--- src/rtl/lif_neuron.sv ---
// lif_neuron: leaky integrate-and-fire stage fed by the MAC result stream.
//
// Each accepted signed sample is integrated into a leaky membrane potential.
// When the potential reaches the runtime-loadable threshold the stage emits a
// one-cycle spike, reloads the potential and then refuses input for a
// refractory period.
//
// Ports:
//   clk        in   1      rising-edge clock
//   rst        in   1      asynchronous active-low reset
//   clken      in   1      clock enable; low freezes every register
//   in_valid   in   1      in_data valid
//   in_ready   out  1      stage can accept in_data this cycle
//   in_data    in   W      signed synaptic input
//   thr_ld     in   1      load thr_in into the threshold register
//   thr_in     in   W      new signed threshold
//   spike      out  1      one-cycle spike pulse
//   vmem       out  VW     signed membrane potential
//   state      out  2      00 INTEG, 01 FIRE, 10 REFRACT
//   spike_cnt  out  CNT_W  saturating spike count
module lif_neuron #(
  parameter int unsigned W          = 16,
  parameter int unsigned VW         = 20,
  parameter int          THRESH     = 1000,
  parameter int unsigned LEAK_SHIFT = 4,
  parameter int unsigned REFRAC     = 3,
  parameter int          V_RESET    = 0,
  parameter int unsigned CNT_W      = 8
) (
  input  logic                 clk,
  input  logic                 rst,
  input  logic                 clken,
  input  logic                 in_valid,
  output logic                 in_ready,
  input  logic signed [W-1:0]  in_data,
  input  logic                 thr_ld,
  input  logic signed [W-1:0]  thr_in,
  output logic                 spike,
  output logic signed [VW-1:0] vmem,
  output logic [1:0]           state,
  output logic [CNT_W-1:0]     spike_cnt
);

  localparam int unsigned RCW = (REFRAC > 0) ? $clog2(REFRAC + 1) : 1;

  localparam logic [RCW-1:0]       REFRAC_INIT = RCW'(REFRAC);
  localparam logic signed [W-1:0]  THR_RST     = W'(THRESH);
  localparam logic signed [VW-1:0] V_RST       = VW'(V_RESET);
  localparam logic signed [VW-1:0] V_MAX       = {1'b0, {(VW-1){1'b1}}};
  localparam logic signed [VW-1:0] V_MIN       = {1'b1, {(VW-1){1'b0}}};

  typedef enum logic [1:0] {
    StInteg   = 2'b00,
    StFire    = 2'b01,
    StRefract = 2'b10
  } state_e;

  state_e                r_state, w_state_nxt;
  logic signed [VW-1:0]  r_vmem, w_vmem_nxt;
  logic signed [W-1:0]   r_thr, w_thr_nxt;
  logic [RCW-1:0]        r_rcnt, w_rcnt_nxt;
  logic [CNT_W-1:0]      r_cnt, w_cnt_nxt;

  logic                  w_accept;
  logic signed [VW-1:0]  w_leak;
  logic signed [VW:0]    w_sum;
  logic signed [VW-1:0]  w_vnext;
  logic signed [VW-1:0]  w_thr_ext;
  logic                  w_fire;

  assign in_ready = clken & (r_state == StInteg);
  assign w_accept = in_valid & in_ready;

  // One guard bit is enough: |vmem - leak| <= |vmem| and in_data is narrower than vmem.
  assign w_leak    = r_vmem >>> LEAK_SHIFT;
  assign w_sum     = {r_vmem[VW-1], r_vmem} - {w_leak[VW-1], w_leak}
                   + {{(VW+1-W){in_data[W-1]}}, in_data};
  assign w_thr_ext = {{(VW-W){r_thr[W-1]}}, r_thr};
  // Compare against the registered threshold so a same-cycle load only affects later samples.
  assign w_fire    = (w_vnext >= w_thr_ext);

  always_comb begin
    w_vnext = w_sum[VW-1:0];
    if (w_sum[VW] != w_sum[VW-1]) begin
      w_vnext = w_sum[VW] ? V_MIN : V_MAX;
    end
  end

  always_comb begin
    w_state_nxt = r_state;
    w_vmem_nxt  = r_vmem;
    w_rcnt_nxt  = r_rcnt;
    w_cnt_nxt   = r_cnt;
    w_thr_nxt   = (thr_ld && clken) ? thr_in : r_thr;
    if (clken) begin
      unique case (r_state)
        StInteg: begin
          if (w_accept) begin
            if (w_fire) begin
              w_vmem_nxt  = V_RST;
              w_state_nxt = StFire;
            end else begin
              w_vmem_nxt = w_vnext;
            end
          end
        end
        StFire: begin
          if (r_cnt != {CNT_W{1'b1}}) begin
            w_cnt_nxt = r_cnt + 1'b1;
          end
          if (REFRAC == 0) begin
            w_state_nxt = StInteg;
          end else begin
            w_state_nxt = StRefract;
            w_rcnt_nxt  = REFRAC_INIT;
          end
        end
        StRefract: begin
          if (r_rcnt <= RCW'(1)) begin
            w_state_nxt = StInteg;
            w_rcnt_nxt  = '0;
          end else begin
            w_rcnt_nxt = r_rcnt - 1'b1;
          end
        end
        default: begin
          w_state_nxt = StInteg;
        end
      endcase
    end
  end

  always_ff @(posedge clk or negedge rst) begin
    if (!rst) begin
      r_state <= StInteg;
      r_vmem  <= '0;
      r_thr   <= THR_RST;
      r_rcnt  <= '0;
      r_cnt   <= '0;
    end else begin
      r_state <= w_state_nxt;
      r_vmem  <= w_vmem_nxt;
      r_thr   <= w_thr_nxt;
      r_rcnt  <= w_rcnt_nxt;
      r_cnt   <= w_cnt_nxt;
    end
  end

  assign spike     = (r_state == StFire);
  assign vmem      = r_vmem;
  assign state     = r_state;
  assign spike_cnt = r_cnt;

endmodule

--- config.mk ---
export PLATFORM = sky130hd
export DESIGN_NAME = lif_neuron
export DESIGN_NICKNAME = d
export VERILOG_FILES = /design/src/rtl/lif_neuron.sv
export SDC_FILE = /design/constraint.sdc
export NUM_CORES = 1
export LEC_CHECK = 0
export CAP_MARGIN = 10
export CELL_PAD_IN_SITES_DETAIL_PLACEMENT = 0
export CELL_PAD_IN_SITES_GLOBAL_PLACEMENT = 1
export CORE_UTILIZATION = 42
export DETAILED_ROUTE_END_ITERATION = 8
export PLACE_DENSITY_LB_ADDON = 0.05
export SYNTH_ARGS = -nofsm -noshare
export SYNTH_HDL_FRONTEND = slang
export SYNTH_SLANG_ARGS = --single-unit
--- constraint.sdc ---
create_clock -name clk -period 6.3 [get_ports clk]
set_input_delay 0.945 -clock clk [delete_from_list [all_inputs] [get_ports clk]]
set_output_delay 0.945 -clock clk [all_outputs]
set_load 0.005 [all_outputs]
==> flow_summary.yaml, run 1 <==
synthesis:
  syn_area_sq_um: 4540
  yosysWarnings: 0
  synth_area_leaders: "dfrtp_1, ha_1, inv_1"
  ys_seq_elements: 48
  synth.top_cells.by_count: "inv_1, ha_1, nand2_1"
  synthesis.nets: 623
  syn_area_per_cell_sq_um: 8.72
  async_flop_share_pct: 100
  ys.flop_type: "dfrtp_1"
  synth_cell_types: 52
  synth_edf_count: 0
  synth_top_area_share_pct: 23.2
  yosys.area.top_type: "dfrtp_1"
  syn_inst: 520
  ys_seq_area_share_pct: 26.6
  yosysMostFrequentCell: "inv_1"
hold_path:
  min_path_type: "flip-flop to flip-flop"
  whs_endpoint: "spike_cnt[7]"
  worstHoldPathCells: 1
  min_from: "spike_cnt[7]"
detailed_routing:
  antenna_left: 0
  wl_per_cell_um: 14.0
  first_iter_violations: 172
  routed_wl_um: 10400
  viasPerCell: 4.94
  vias: 3674
  dr.pass1.iters: 4
  drc: 0
die:
  ioPinCount: 69
  core_sq_um: 10400
  fp.dieW_um: 106
  start_util_pct: 43.5
  rows: 37
  die_h_um: 106
  die_area_sq_um: 11200
setup_path:
  timing.rr.end: "state[1]"
  startpoint_type: "input pin"
  critPathCaptureType: "flip-flop"
  cp.arrival_ps: 6090
  worstSetupPathType: "input pin to flip-flop"
  cp_max_fo: 3
  r2r_cells: 23
  r2r-start: "vmem[10]"
  cp.required_ps: 6480
  reg2reg_slack_ps: 1040
global_route:
  grt_antenna_before_repair: 0
  grt_max_degree: 49
  grt_usage_pct: 19.8
  first_global_vias: 3754
  grt_pass1_wl_um: 17800
  grt_overflow_total: 0
clocking:
  numCtsBuffers: 5
  path_clk_slew_ps: 80
  cts_tree: "yes"
  cts.sinks: 48
  clock_insertion_delay_worst_skew_ps: 300
  cts-root-buf: "clkbuf_8"
  cts_max_level: 2
  ctsLongestPathBuffers: 2
timing:
  final-setup-viol-count: 0
  tightest_slew_ps: 1050
  drv_slew: 0
  tns_ps: 0
  rsz0062_at_grt: "no"
  hold_viol: 0
  skew_ps: 5.62
  max_clock_freq_mhz: 169
  holdWs_ps: 499
  slew_headroom_pct: 30.1
  fin_crit_ps: 5910
  period_share_pct: 93.8
finish:
  drive_gt1_share_pct: 12.9
  fin_cells: 743
  area_growth_pct: 22.6
  multiInputGateArea_sq_um: 2800
  fill_cells: 1011
  diodes: 0
  final_nets: 710
  regArea_sq_um: 1210
job:
  cap_violations: 0
placed_design:
  post-dp-hpwl_um: 8380
  dp.cells: 729
  place_congestion: 0.858
  port-buffer-count: 68
status:
  status: "completed"
## sequential cells by signal (all words and copies together), names as in the netlist
register	cells
vmem	20
state	2
r_thr	16
spike_cnt	8
r_rcnt	2
## routing by layer
layer / GRT usage [%] / wire [um] / part of all wire (%)
met4: 5.36 / 132 / 1.3
met5: 0 / 0 / 0
met2: 32.0 / 4660 / 45
met1: 28.2 / 5300 / 51
met3: 1.90 / 287 / 2.8
## critical path: stages
cell	delay, ps
clkdlybuf4s50_1	460
inv_1	50
fa_1	520
inv_1	70
fa_1	450
a211o_1	280
a21oi_2	160
buf_4	140
a22oi_2	80
a31oi_1	350
buf_4	180
o41ai_1	80
xnor2_1	270
maj3_2	280
inv_1	50
ha_1	280
and3_1	190
nand4_1	120
nor2_1	70
a221oi_1	250
nand2_1	90
xor2_1	180
a31oi_1	190
mux2_2	350
## per-stage QoR
stage / instance area [sq um] / worst slack [ps] / utilization [%]
final: 5560 / 392 / 53.4
after global routing: 5560 / 0.670 / 53.4
after CTS: 5510 / 312 / 52.9
after detailed placement: 5430 / 9.21 / 52.1
after global placement: 5430 / 134 / 52.1
after floorplan: 4540 / 758 / -
## cell usage in the layout (no fill, tap or decap), types with 17 or more instances in the layout
cell type,instances
buf_4,24
o21ai_1,22
clkdlybuf4s50_1,67
maj3_2,18
ha_1,47
inv_1,118
a21oi_1,25
dfrtp_1,42
fa_1,19
nand2_1,46
mux2_2,17
## final cells by class
class                   instances  share of cell area, %
clock buffers                   6                   1.31
clock inverters                 1                 0.0900
inverters                     119                   8.06
multi-input cells             341                   50.4
flip-flops and latches         48                   21.7
well taps                     136                   3.06
repair buffers                 92                   15.4
## logic make-up after synthesis
logic type,count (synthesis),synth area share (%)
DFF,48,26.6
and+or+nand+nor,102,10.7
buffers and inverters,131,11.6
xor gates and xnor gates,24,4.63
AOI/OAI and AO/OA,110,15.5
muxes,20,4.88
adders and majority gates,85,26.0
## timing repair
item | 4_1_cts | 5_1_grt
hold buffers | 0 | 0
setup endpoints to repair | 0 | 19
gates resized for setup | 0 | 1
buffers inserted | 0 | 7
## how the worst max path moves through the flow
stage	startpoint	endpoint	slack [ps]	cells past startpoint
after global placement	in_data[15]	state[1]	130	23
after floorplan	in_data[1]	vmem[10]	760	22
final	in_data[1]	state[1]	390	24
after detailed placement	in_data[15]	state[1]	9	23
after global routing	in_data[1]	vmem[12]	0.7	25
after CTS	in_data[15]	state[1]	310	23
Power of run 1 is not shown: default switching activity piles up to over one toggle a cycle in this logic, so the estimate is an artifact.
==> run 2: changes to the inputs <==
--- a/config.mk
+++ b/config.mk
@@ -8,8 +8,9 @@
 export CAP_MARGIN = 10
 export CELL_PAD_IN_SITES_DETAIL_PLACEMENT = 0
 export CELL_PAD_IN_SITES_GLOBAL_PLACEMENT = 1
-export CORE_UTILIZATION = 42
+export CORE_UTILIZATION = 43
 export DETAILED_ROUTE_END_ITERATION = 8
+export DONT_BUFFER_PORTS = 1
 export PLACE_DENSITY_LB_ADDON = 0.05
 export SYNTH_ARGS = -nofsm -noshare
 export SYNTH_HDL_FRONTEND = slang
==> run 2 against run 1 <==
Count of clock-buffer cells in the layout did not move. Critical path depth down 1. Cell area is 14% lower. Worst setup slack better by 250 ps. Register-to-register slack worse by 180 ps. Highest routed layer unchanged.
==> flow_summary.yaml, run 2 (synthesis results as in run 1) <==
clocking:
  ctsHoldBuffers: 0
  ctsLongestPathBuffers: 2
  path_clk_slew_ps: 90
  numCtsBuffers: 5
  cts-root-buf: "clkbuf_8"
  postCtsSetupBuffers: 0
  clock_insertion_delay_worst_skew_ps: 300
  cts_tree: "yes"
  cts_max_level: 2
  cts_resized: 0
  cts.sinks: 48
finish:
  final_cell_mix: "inv_1, ha_1, nand2_1, dfrtp_1, a21oi_1"
  final_nets: 622
  area_growth_pct: 5.02
  final_core_util_pct: 46.3
  diodes: 0
  fill_cells: 1057
  layout_commonest_cell: "inv_1"
  stdcell_area_sq_um: 4760
  largest_reg_flops: 20
  drive_gt1_share_pct: 11.2
detailed_routing:
  routed_wl_um: 9950
  dr.pass1.iters: 6
  viasPerCell: 5.19
  antenna_left: 0
  vias: 3402
  first_iter_violations: 82
  drc: 0
  wl_per_cell_um: 15.2
timing:
  drv_slew: 0
  fin_crit_ps: 5660
  max_clock_freq_mhz: 177
  period_share_pct: 89.8
  tns_ps: 0
  rsz0062_at_grt: "no"
  hold_viol: 0
  tightest_slew_ps: 686
  slew_headroom_pct: 54.2
  skew_ps: 9.15
  final-setup-viol-count: 0
job:
  cap_violations: 0
global_route:
  grt_overflow_total: 0
  grt_max_degree: 49
  grt_antenna_before_repair: 0
  first_global_vias: 3455
  grt_usage_pct: 19.3
  grt_pass1_wl_um: 16800
setup_path:
  cp.required_ps: 6530
  path_common_cell: "inv_1"
  startpoint_type: "input pin"
  crit_family: "compound AO/OA/AOI/OAI gates"
  slowest_stage: "fa_1"
  path_buf_inv: 5
  worstSetupPathType: "input pin to flip-flop"
  cp_max_fo: 21
  cp.arrival_ps: 5890
  critPathCaptureType: "flip-flop"
  slowest_delay_ps: 520
  cp_cell_sequence: "inv_1 -> fa_1 -> inv_1 -> fa_1 -> a211o_1 -> a21oi_2 -> a221oi_1 -> a211oi_2 -> mux2i_1 -> nand2_1 -> inv_2 -> maj3_2 -> inv_1 -> ha_1 -> a21oi_1 -> o21ai_0 -> a221oi_1 -> a2bb2oi_1 -> nand2_1 -> xor2_1 -> nand4_1 -> buf_4 -> o21ai_1"
die:
  core_sq_um: 10300
  rows: 37
  die_area_sq_um: 11000
  start_util_pct: 44.1
  ioPinCount: 69
  die_h_um: 105
  fp.dieW_um: 105
placed_design:
  place_congestion: 0.845
  post-dp-hpwl_um: 8110
  place_area_sq_um: 4660
  port-buffer-count: 0
hold_path:
  min_path_type: "input pin to async pin"
status:
  status: "completed"
-- run 2: final cells by class --
class	instances	area, sq um	share of cell area (%)
Clock inverter	2	35.0	0.735
Multi-Input combinational cell	341	2800	58.8
Clock buffer	6	72.6	1.52
Tap cell	136	170	3.57
Sequential cell	48	1210	25.4
Inverter	119	447	9.38
Timing Repair Buffer	4	30.0	0.630
-- run 2: metrics by stage --
step / cells / hold WS (ps) / worst slack (ps)
after global routing: 656 / 307 / 330
after global placement: 648 / 471 / 418
after CTS: 656 / 311 / 656
after detailed placement: 648 / 496 / 334
final: 656 / 327 / 644
after floorplan: 520 / 457 / 758
-- run 2: layer usage --
metal | vias to the layer above | wire, um | global-route usage (%)
met5 | - | 0 | 0
li1 | 1713 | - | -
met3 | 12 | 326 | 3.18
met4 | 0 | 219 | 6.54
met1 | 1610 | 4910 | 25.8
met2 | 67 | 4490 | 31.5
-- run 2: final timing paths --
check,depth (start not counted),endpoint,slack (ps),start
max,23,vmem[2],640,in_data[1]
min,0,r_rcnt[1],330,rst
max reg2reg,23,vmem[2],860,vmem[11]
min reg2reg,1,r_thr[15],510,r_thr[15]
max in group asynchronous,0,r_thr[9],5760,rst
min in group clk,1,r_thr[15],510,r_thr[15]
Power of run 2 is left out for the same reason.
